==> config.mk <==
export PLATFORM = sky130hd
export DESIGN_NAME = byteswap_pipe
export DESIGN_NICKNAME = d
export VERILOG_FILES = /design/src/rtl/byteswap_pipe.sv
export SDC_FILE = /design/constraint.sdc
export NUM_CORES = 1
export LEC_CHECK = 0
export BUFFER_PORTS_ARGS = -buffer_cell sky130_fd_sc_hd__buf_4
export CAP_MARGIN = 20
export CELL_PAD_IN_SITES_DETAIL_PLACEMENT = 1
export CELL_PAD_IN_SITES_GLOBAL_PLACEMENT = 2
export CORE_UTILIZATION = 30
export CTS_BUF_LIST = sky130_fd_sc_hd__clkbuf_8 sky130_fd_sc_hd__clkbuf_16
export DETAILED_ROUTE_END_ITERATION = 8
export PLACE_DENSITY = 0.89
export SLEW_MARGIN = 15
export SYNTH_ARGS = -nofsm -noshare
export SYNTH_HDL_FRONTEND = slang
export SYNTH_SLANG_ARGS = --single-unit
==> constraint.sdc <==
create_clock -name clk -period 2.9 [get_ports clk]
set_input_delay 0.58 -clock clk [delete_from_list [all_inputs] [get_ports clk]]
set_output_delay 0.58 -clock clk [all_outputs]
set_load 0.02 [all_outputs]
==> src/rtl/byteswap_pipe.sv <==
// byteswap_pipe: byte-swap / pass-through execute unit, DATA_W in {16,32,48,64}; BYTESWAP_BITREV_EN adds bit reversal (op 4'hc).
// Latency: 2 cycles from accept to out_valid, 1 result per cycle.
// Backpressure: out_ready low holds S2, then S1; in_ready drops combinationally once both are full.
module byteswap_pipe #(
  parameter int         DATA_W  = 64,
  parameter int         CNT_W   = 16,
  parameter logic [3:0] OP_SWAP = 4'he,
  parameter logic [3:0] OP_PASS = 4'hd
) (
  input  logic              clk,
  input  logic              rst,
  input  logic              in_valid,
  output logic              in_ready,
  input  logic [DATA_W-1:0] src,
  input  logic [DATA_W-1:0] imm,
  input  logic [3:0]        ALUControl,
  output logic              out_valid,
  input  logic              out_ready,
  output logic [DATA_W-1:0] dst,
  output logic              err,
`ifdef BYTESWAP_BITREV_EN
  output logic              bitrev_seen,
`endif
  output logic [CNT_W-1:0]  op_count
);

  typedef struct packed {
    logic [DATA_W-1:0] src;
    logic [DATA_W-1:0] imm;
    logic [3:0]        op;
  } s1_t;

  s1_t               s1_q;
  logic              s1_valid, s2_valid, s1_adv, s2_adv;
  logic [DATA_W-1:0] r16, r32, r64, dst_d;
  logic [6:0]        g;
  logic              g_legal, err_d;

  assign s2_adv    = !s2_valid || out_ready;
  assign s1_adv    = !s1_valid || s2_adv;
  assign in_ready  = s1_adv;
  assign out_valid = s2_valid;

  // Reversed candidates per granule; granules wider than DATA_W are never legal.
  always_comb begin
    r16 = '0;
    for (int i = 0; i < 2; i++) r16[i*8 +: 8] = s1_q.src[(1-i)*8 +: 8];
  end

  if (DATA_W >= 32) begin : g_r32
    always_comb begin
      r32 = '0;
      for (int i = 0; i < 4; i++) r32[i*8 +: 8] = s1_q.src[(3-i)*8 +: 8];
    end
  end else begin : g_no_r32
    assign r32 = '0;
  end

  if (DATA_W >= 64) begin : g_r64
    always_comb begin
      r64 = '0;
      for (int i = 0; i < 8; i++) r64[i*8 +: 8] = s1_q.src[(7-i)*8 +: 8];
    end
  end else begin : g_no_r64
    assign r64 = '0;
  end

`ifdef BYTESWAP_BITREV_EN
  localparam logic [3:0] OP_BITREV = 4'hc;
  logic [DATA_W-1:0] b16, b32, b64;
  logic              bitrev_d, s2_bitrev;

  always_comb begin
    b16 = '0;
    for (int i = 0; i < 16; i++) b16[i] = s1_q.src[15-i];
  end

  if (DATA_W >= 32) begin : g_b32
    always_comb begin
      b32 = '0;
      for (int i = 0; i < 32; i++) b32[i] = s1_q.src[31-i];
    end
  end else begin : g_no_b32
    assign b32 = '0;
  end

  if (DATA_W >= 64) begin : g_b64
    always_comb begin
      b64 = '0;
      for (int i = 0; i < 64; i++) b64[i] = s1_q.src[63-i];
    end
  end else begin : g_no_b64
    assign b64 = '0;
  end
`endif

  // Only imm[6:0] selects the granule; any higher bit set makes the request illegal.
  always_comb begin
    g       = s1_q.imm[6:0];
    g_legal = ((s1_q.imm >> 7) == '0) &&
              ((g == 7'd16) || (g == 7'd32 && DATA_W >= 32) || (g == 7'd64 && DATA_W >= 64));
    dst_d   = s1_q.src;
    err_d   = 1'b1;
`ifdef BYTESWAP_BITREV_EN
    bitrev_d = 1'b0;
`endif
    if (s1_q.op == OP_PASS) begin
      err_d = 1'b0;
    end else if (s1_q.op == OP_SWAP && g_legal) begin
      err_d = 1'b0;
      dst_d = (g == 7'd16) ? r16 : (g == 7'd32) ? r32 : r64;
    end
`ifdef BYTESWAP_BITREV_EN
    else if (s1_q.op == OP_BITREV && g_legal) begin
      err_d    = 1'b0;
      bitrev_d = 1'b1;
      dst_d    = (g == 7'd16) ? b16 : (g == 7'd32) ? b32 : b64;
    end
`endif
  end

  always_ff @(posedge clk) begin
    if (rst) begin
      s1_valid <= 1'b0;
      s1_q     <= '0;
      s2_valid <= 1'b0;
      dst      <= '0;
      err      <= 1'b0;
      op_count <= '0;
    end else begin
      if (s1_adv) begin
        s1_valid <= in_valid;
        if (in_valid) s1_q <= {src, imm, ALUControl};
      end
      if (s2_adv) begin
        s2_valid <= s1_valid;
        if (s1_valid) begin
          dst <= dst_d;
          err <= err_d;
        end
      end
      if (out_valid && out_ready) op_count <= op_count + CNT_W'(1);
    end
  end

`ifdef BYTESWAP_BITREV_EN
  always_ff @(posedge clk) begin
    if (rst) begin
      s2_bitrev   <= 1'b0;
      bitrev_seen <= 1'b0;
    end else begin
      if (s2_adv && s1_valid) s2_bitrev <= bitrev_d;
      if (out_valid && out_ready && s2_bitrev) bitrev_seen <= 1'b1;
    end
  end
`endif

endmodule

==> results of run 1 <==
state kept, by name, indices dropped and copies added, names as in the netlist:
register	cells
dst	64
err	1
g	7
op_count	16
out_valid	1
r16	16
r32	16
r64	32
s1_q	61
s1_valid	1
power groups by stage:
stage / Sequential (mW) / Clock (mW) / Combinational, mW
2_1_floorplan: 3.35 / 0 / 0.414
3_3_place_gp: 3.34 / 0 / 0.844
3_5_place_dp: 3.34 / 0 / 0.866
4_1_cts: 3.28 / 3.19 / 0.869
5_1_grt: 3.30 / 3.31 / 0.945
6_report: 3.28 / 3.11 / 0.854
area by class of cell:
class                   instances  area, um^2
multi-input cells             809        4110
flip-flops and latches        215        4300
inverters                       3        11.3
repair buffers                238        1870
clock inverters                11         128
clock buffers                  29         681
fillers                      3473       17200
well taps                     384         480
through the flow:
stage / cell area (um^2) / setup WS, ps / hold WS [ps] / std cells / power (mW)
floorplan: 8780 / 898 / 436 / 1123 / 3.76
global placement: 10800 / 540 / 443 / 1649 / 4.19
detailed placement: 10800 / 501 / 448 / 1649 / 4.21
CTS: 11600 / 467 / 299 / 1689 / 7.34
global route: 11600 / 325 / 309 / 1689 / 7.55
finish: 11600 / 489 / 315 / 1689 / 7.24
cell usage after synthesis (all sizes together), types with 5 or more instances:
| cell | instances | area [um^2] |
|---|---|---|
| buf | 11 | 73.8 |
| xor2 | 7 | 61.3 |
| or3 | 20 | 125 |
| a311oi | 49 | 429 |
| nand4 | 20 | 125 |
| nor3 | 5 | 30.0 |
| o21ai | 7 | 35.0 |
| xnor2 | 6 | 52.6 |
| nand2 | 324 | 1220 |
| nor2 | 100 | 378 |
| o211a | 15 | 150 |
| dfxtp | 215 | 4300 |
| a22oi | 15 | 113 |
| a21oi | 137 | 686 |
| nor4 | 13 | 81.3 |
| mux2i | 17 | 170 |
| nand3 | 55 | 275 |
| clkbuf | 85 | 320 |
metal layers:
metal  vias up  global-route usage, %  wire [um]
met5         -                      0          0
met4         0                   5.97        782
li1       4177                      -          -
met2       220                   33.6      14500
met3        52                   4.60       2190
met1      3985                   25.0      12800
cell families after synthesis:
| family | count (synthesis) | share of synthesized area, % |
|---|---|---|
| AND/OR/NAND/NOR | 553 | 26.7 |
| AO/OA/AOI/OAI | 225 | 16.3 |
| flip-flops | 215 | 49.0 |
| buffers and inverters | 99 | 4.62 |
| multiplexers | 17 | 1.94 |
| XOR/XNOR | 13 | 1.30 |
| adder cells (fa/ha/maj) | 1 | 0.142 |
layout by cell type (no fill, tap or decap), drive strengths merged, types with 17 or more instances in the layout:
cell type | Yosys | final
a21oi | 137 | 137
a311oi | 49 | 49
or3 | 20 | 20
clkbuf | 85 | 29
nand4 | 20 | 20
buf | 11 | 238
nand2 | 324 | 324
nand3 | 55 | 55
nor2 | 100 | 100
dfxtp | 215 | 215
mux2i | 17 | 17
worst register-to-register path, delay by kind of cell (launching register included):
family	cells	cell delay (ps)
AOI/OAI and AO/OA	1	280
DFF	1	310
muxes	1	150
and+or+nand+nor	4	1590
how the worst max path moves through the flow:
stage	from	end	slack [ps]	cells after the start
final	g[0]	dst[21]	490	6
after global routing	s1_q[59]	dst[25]	330	7
after CTS	g[0]	dst[21]	470	6
after detailed placement	g[0]	dst[21]	500	6
after global placement	s1_q[0]	dst[22]	540	7
after floorplan	g[0]	dst[28]	900	8
==> impl_metrics.tcl, run 1 <==
set metrics [dict create \
    ys_types 38 \
    n_antenna_cell 0 \
    drv_slew 0 \
    ff2ff_path_depth 6 \
    syn-cell-area_um2 8780 \
    wl_per_cell_um 17.9 \
    hpwlAfterDp_um 21300 \
    fin_tns_setup_ps 0 \
    gp_congestion 0.772 \
    post-route-util_pct 40.2 \
    port_buffers 218 \
    crit_family "simple AND/OR/NAND/NOR gates" \
    firstDrtPassIters 4 \
    p_leak_nw 4.61 \
    internal-power_mw 5.41 \
    die_width_um 173 \
    num-nets-final 1429 \
    syn_inst 1123 \
    p_sw_mw 1.83 \
    worst_slew_pin_slew_ps 1090 \
    cts_buffers 25 \
    grt_max_degree 133 \
    critPathLaunchType "register" \
    max_freq_mhz 415 \
    start_util_pct 30.5 \
    power.share.clock_pct 42.9 \
    htree_num_levels 1 \
    p_seq_share_pct 45.3 \
    period_share_pct 83.1 \
    syn2layout_area_growth_pct 31.8 \
    maxCapViolCount 0 \
    clkTransAtPathRegs_ps 60 \
    syn_avg_cell_area_um2 7.82 \
    pin_count 219 \
    path_max_fanout 17 \
    vias 8434 \
    path_cells "or4_4 > nor2_2 > and2_4 > mux2i_1 > or3_1 > a311oi_1" \
    grt_pass1_wl_um 47500 \
    drt-total-wl_um 30300 \
    ys_async_sr_fraction_pct 0 \
    critical_path_class "register to register" \
    hold_path.startpoint "src[46]" \
    setup_viol_count_final 0 \
    ant_nets 0 \
    worstHoldPathCells 3 \
    status "finished clean" \
    post_cts_buffers 0 \
    r2r-start "g[0]" \
    critPathBufInv 0 \
    slowest_stage "or4_4" \
    clockRootBuffer "clkbuf_16" \
    switching_share_pct 25.3 \
    cts_hold_buffers 0 \
    clock_latency_ps 510 \
    die_y_um 173 \
    grtUsageTotal_pct 19.8 \
    synth_nets 1260 \
    reg2reg_slack_ps 490 \
    post-route-min-period_ps 2410 \
    yosys_most_used_dff "dfxtp_1" \
    fin_worst_skew_ps 12.7 \
    antenna_found_initial 0 \
    synth_edf_count 0 \
    max-vdd-ir-drop_v 0.000412 \
    cts.sinks 215 \
    crit_path_end_kind "register" \
    ys_warn_count 0 \
    powerDensity_nw_per_um2 626 \
    hold_viol 0 \
    drive_above_1_share_pct 21.8 \
    avgViaCountPerCell 4.99 \
    core_um2 28800 \
    critPathArrivalTime_ps 2820 \
    cp_slowest_stage_delay_ps 550 \
    cts_tree "built" \
    clockBufferDepth 3 \
    fp-row-count 62 \
    required_ps 3310 \
    rr_endpoint "dst[21]" \
    die_area_um2 30000 \
    relSlewSlack_pct 27.1 \
    ys_seq_elements 215 \
    rsz0062_at_grt "no" \
    power_frac_comb_pct 11.8 \
    yosysSeqAreaShare_pct 49.0 \
    grt-ovfl-total 0 \
    min_to "r64[22]" \
    drc 0 \
    hp-class "input pin to register" \
    cts-resized-gates 0 \
    dr.first_iter.drc_count 544 \
    grt_pass1_vias 8592 \
]
(Power assumes the default switching activity.)
==> run 2, diff against run 1 <==
- CORE_UTILIZATION: 30 -> 27
- PLACE_DENSITY: 0.89 -> 0.85
- clock period: 2.9 -> 2.05 ns (I/O delays scaled with it)
==> run 2 against run 1 <==
Cell area increased by 7.8%. The flow now finishes with violations (setup timing). Sequential power up 42%. Register-to-register slack got worse by 610 ps. Critical path depth is the same. Clock skew shrank 4.2 ps. Sequential share of layout area down 2.7 points. Via count is 4.5% higher.
==> impl_metrics.tcl, run 2 (synthesis results as in run 1) <==
set metrics [dict create \
    status "finished with violations" \
    violations "setup timing" \
    place_ws_ps -196 \
    dp.cells 1740 \
    top_usage_layer "met2" \
    hpwlAfterDp_um 23200 \
    critPathArrivalTime_ps 2590 \
    hold_viol 0 \
    start_util_pct 27.6 \
    n_antenna_cell 0 \
    grtUsageTotal_pct 18.5 \
    clkTransAtPathRegs_ps 60 \
    max_freq_mhz 461 \
    max-vdd-ir-drop_v 0.000489 \
    wl_per_cell_um 18.3 \
    drt-total-wl_um 32700 \
    drv_slew 0 \
    crit_path_end_kind "register" \
    firstDrtPassIters 5 \
    drc 0 \
    port_buffers 218 \
    rsz0062_at_grt "yes" \
    gp_congestion 0.805 \
    pin_count 219 \
    grt.met2_usage_pct 32.7 \
    critPathLaunchType "register" \
    fp-row-count 65 \
    setup_viol_count_final 61 \
    clock_latency_ps 520 \
    fin_worst_skew_ps 8.49 \
    critical_path_class "register to register" \
    worst_slew_pin_slew_ps 528 \
    num-nets-final 1476 \
    die_area_um2 33300 \
    dpl_cell_area_um2 11300 \
    cts_buffers 25 \
    antenna_found_initial 0 \
    multi_input_area_um2 4460 \
    drive_above_1_share_pct 28.5 \
    fin_tns_setup_ps -3310 \
    clockBufferDepth 3 \
    htree_num_levels 1 \
    avgViaCountPerCell 4.93 \
    vias 8817 \
    final_cell_area_um2 12500 \
    cts_hold_buffers 0 \
    powerDensity_nw_per_um2 816 \
    required_ps 2470 \
    largest_register_ffs 64 \
    p_leak_nw 4.95 \
    maxCapViolCount 0 \
    regArea_um2 4310 \
    relSlewSlack_pct 64.7 \
    die_y_um 182 \
    met1_usage_pct 23.0 \
    hp-class "input pin to register" \
    layout_commonest_cell "nand2_1" \
    grt_max_degree 65 \
    largest_register "dst" \
    grtUsageMet3_pct 3.39 \
    core_um2 31800 \
    grt_pass1_vias 8698 \
    syn2layout_area_growth_pct 42.2 \
    layout_setup_ws_ps -118 \
    clockRootBuffer "clkbuf_16" \
    cts_tree "built" \
    nFillCells 3810 \
    path_max_fanout 20 \
    stdcell_count 1790 \
    post-route-min-period_ps 2170 \
    die_width_um 182 \
    hold_slack_ps 141 \
    grt-ovfl-total 0 \
    period_share_pct 106 \
    cts.sinks 215 \
    dr.first_iter.drc_count 476 \
    final_cell_mix "nand2_1 (321), buf_4 (262), dfxtp_1 (212)" \
    grt_pass1_wl_um 48600 \
    ant_nets 0 \
]
==> run 2: changes by cell type in the layout (fill, tap and decap cells not counted), moves of 4 or more <==
| cell | delta |
|---|---|
| inv_1 | +5 |
| buf_4 | +31 |
| nor4_1 | -5 |
| a311oi_1 | -28 |
| nor4_2 | +4 |
| nand3_1 | -13 |
| nand3_2 | +10 |
| a311oi_2 | +28 |
| buf_12 | +10 |
==> run 2: cell type report <==
| class | instances | share of cell area, % |
|---|---|---|
| clock inverter | 15 | 0.752 |
| inverter | 3 | 0.0902 |
| sequential | 215 | 34.5 |
| clock buffer | 28 | 5.34 |
| multi-input combinational | 810 | 35.7 |
| tap | 435 | 4.36 |
| timing repair buffer | 284 | 19.2 |
==> run 2: metal layers <==
| layer | up-vias | part of all wire, % |
|---|---|---|
| li1 | 4286 | - |
| met1 | 4275 | 43 |
| met2 | 213 | 50 |
| met3 | 43 | 5.6 |
| met4 | 0 | 2.2 |
| met5 | - | 0 |
==> run 2: worst max-delay path, cell delays in order, from the launching register on <==
cell,delay [ps]
dfxtp_2,320
or4_4,560
nor3_4,250
nand3_4,110
buf_12,170
or3_1,390
a311oi_2,260
==> run 2: path summary, 6_finish.rpt <==
| path | slack, ps | startpoint | depth (start not counted) | end |
|---|---|---|---|---|
| min | 140 | imm[52] | 3 | s1_q[56] |
| max | -120 | g[0] | 6 | dst[28] |
| min reg2reg | 460 | g[0] | 2 | g[0] |
| max reg2reg | -120 | g[0] | 6 | dst[28] |
==> run 2: what timing repair did <==
item | 4_1_cts | 5_1_grt
pin swaps | 0 | 33
gates cloned | 0 | 4
resized for setup | 5 | 61
setup buffers | 0 | 3
endpoints found under the setup margin | 64 | 64
==> run 2: power breakdown <==
| part | switching [mW] | internal, mW | total [mW] |
|---|---|---|---|
| clock network | 1.74 | 2.43 | 4.17 |
| logic | 0.752 | 0.627 | 1.38 |
| registers | 0.231 | 4.42 | 4.65 |
==> run 2: per-stage QoR <==
step / total power, mW / utilization [%]
floorplan: 5.32 / -
global placement: 6.01 / 35.4
detailed placement: 6.04 / 35.4
CTS: 10.2 / 37.9
global route: 10.6 / 39.3
finish: 10.2 / 39.3
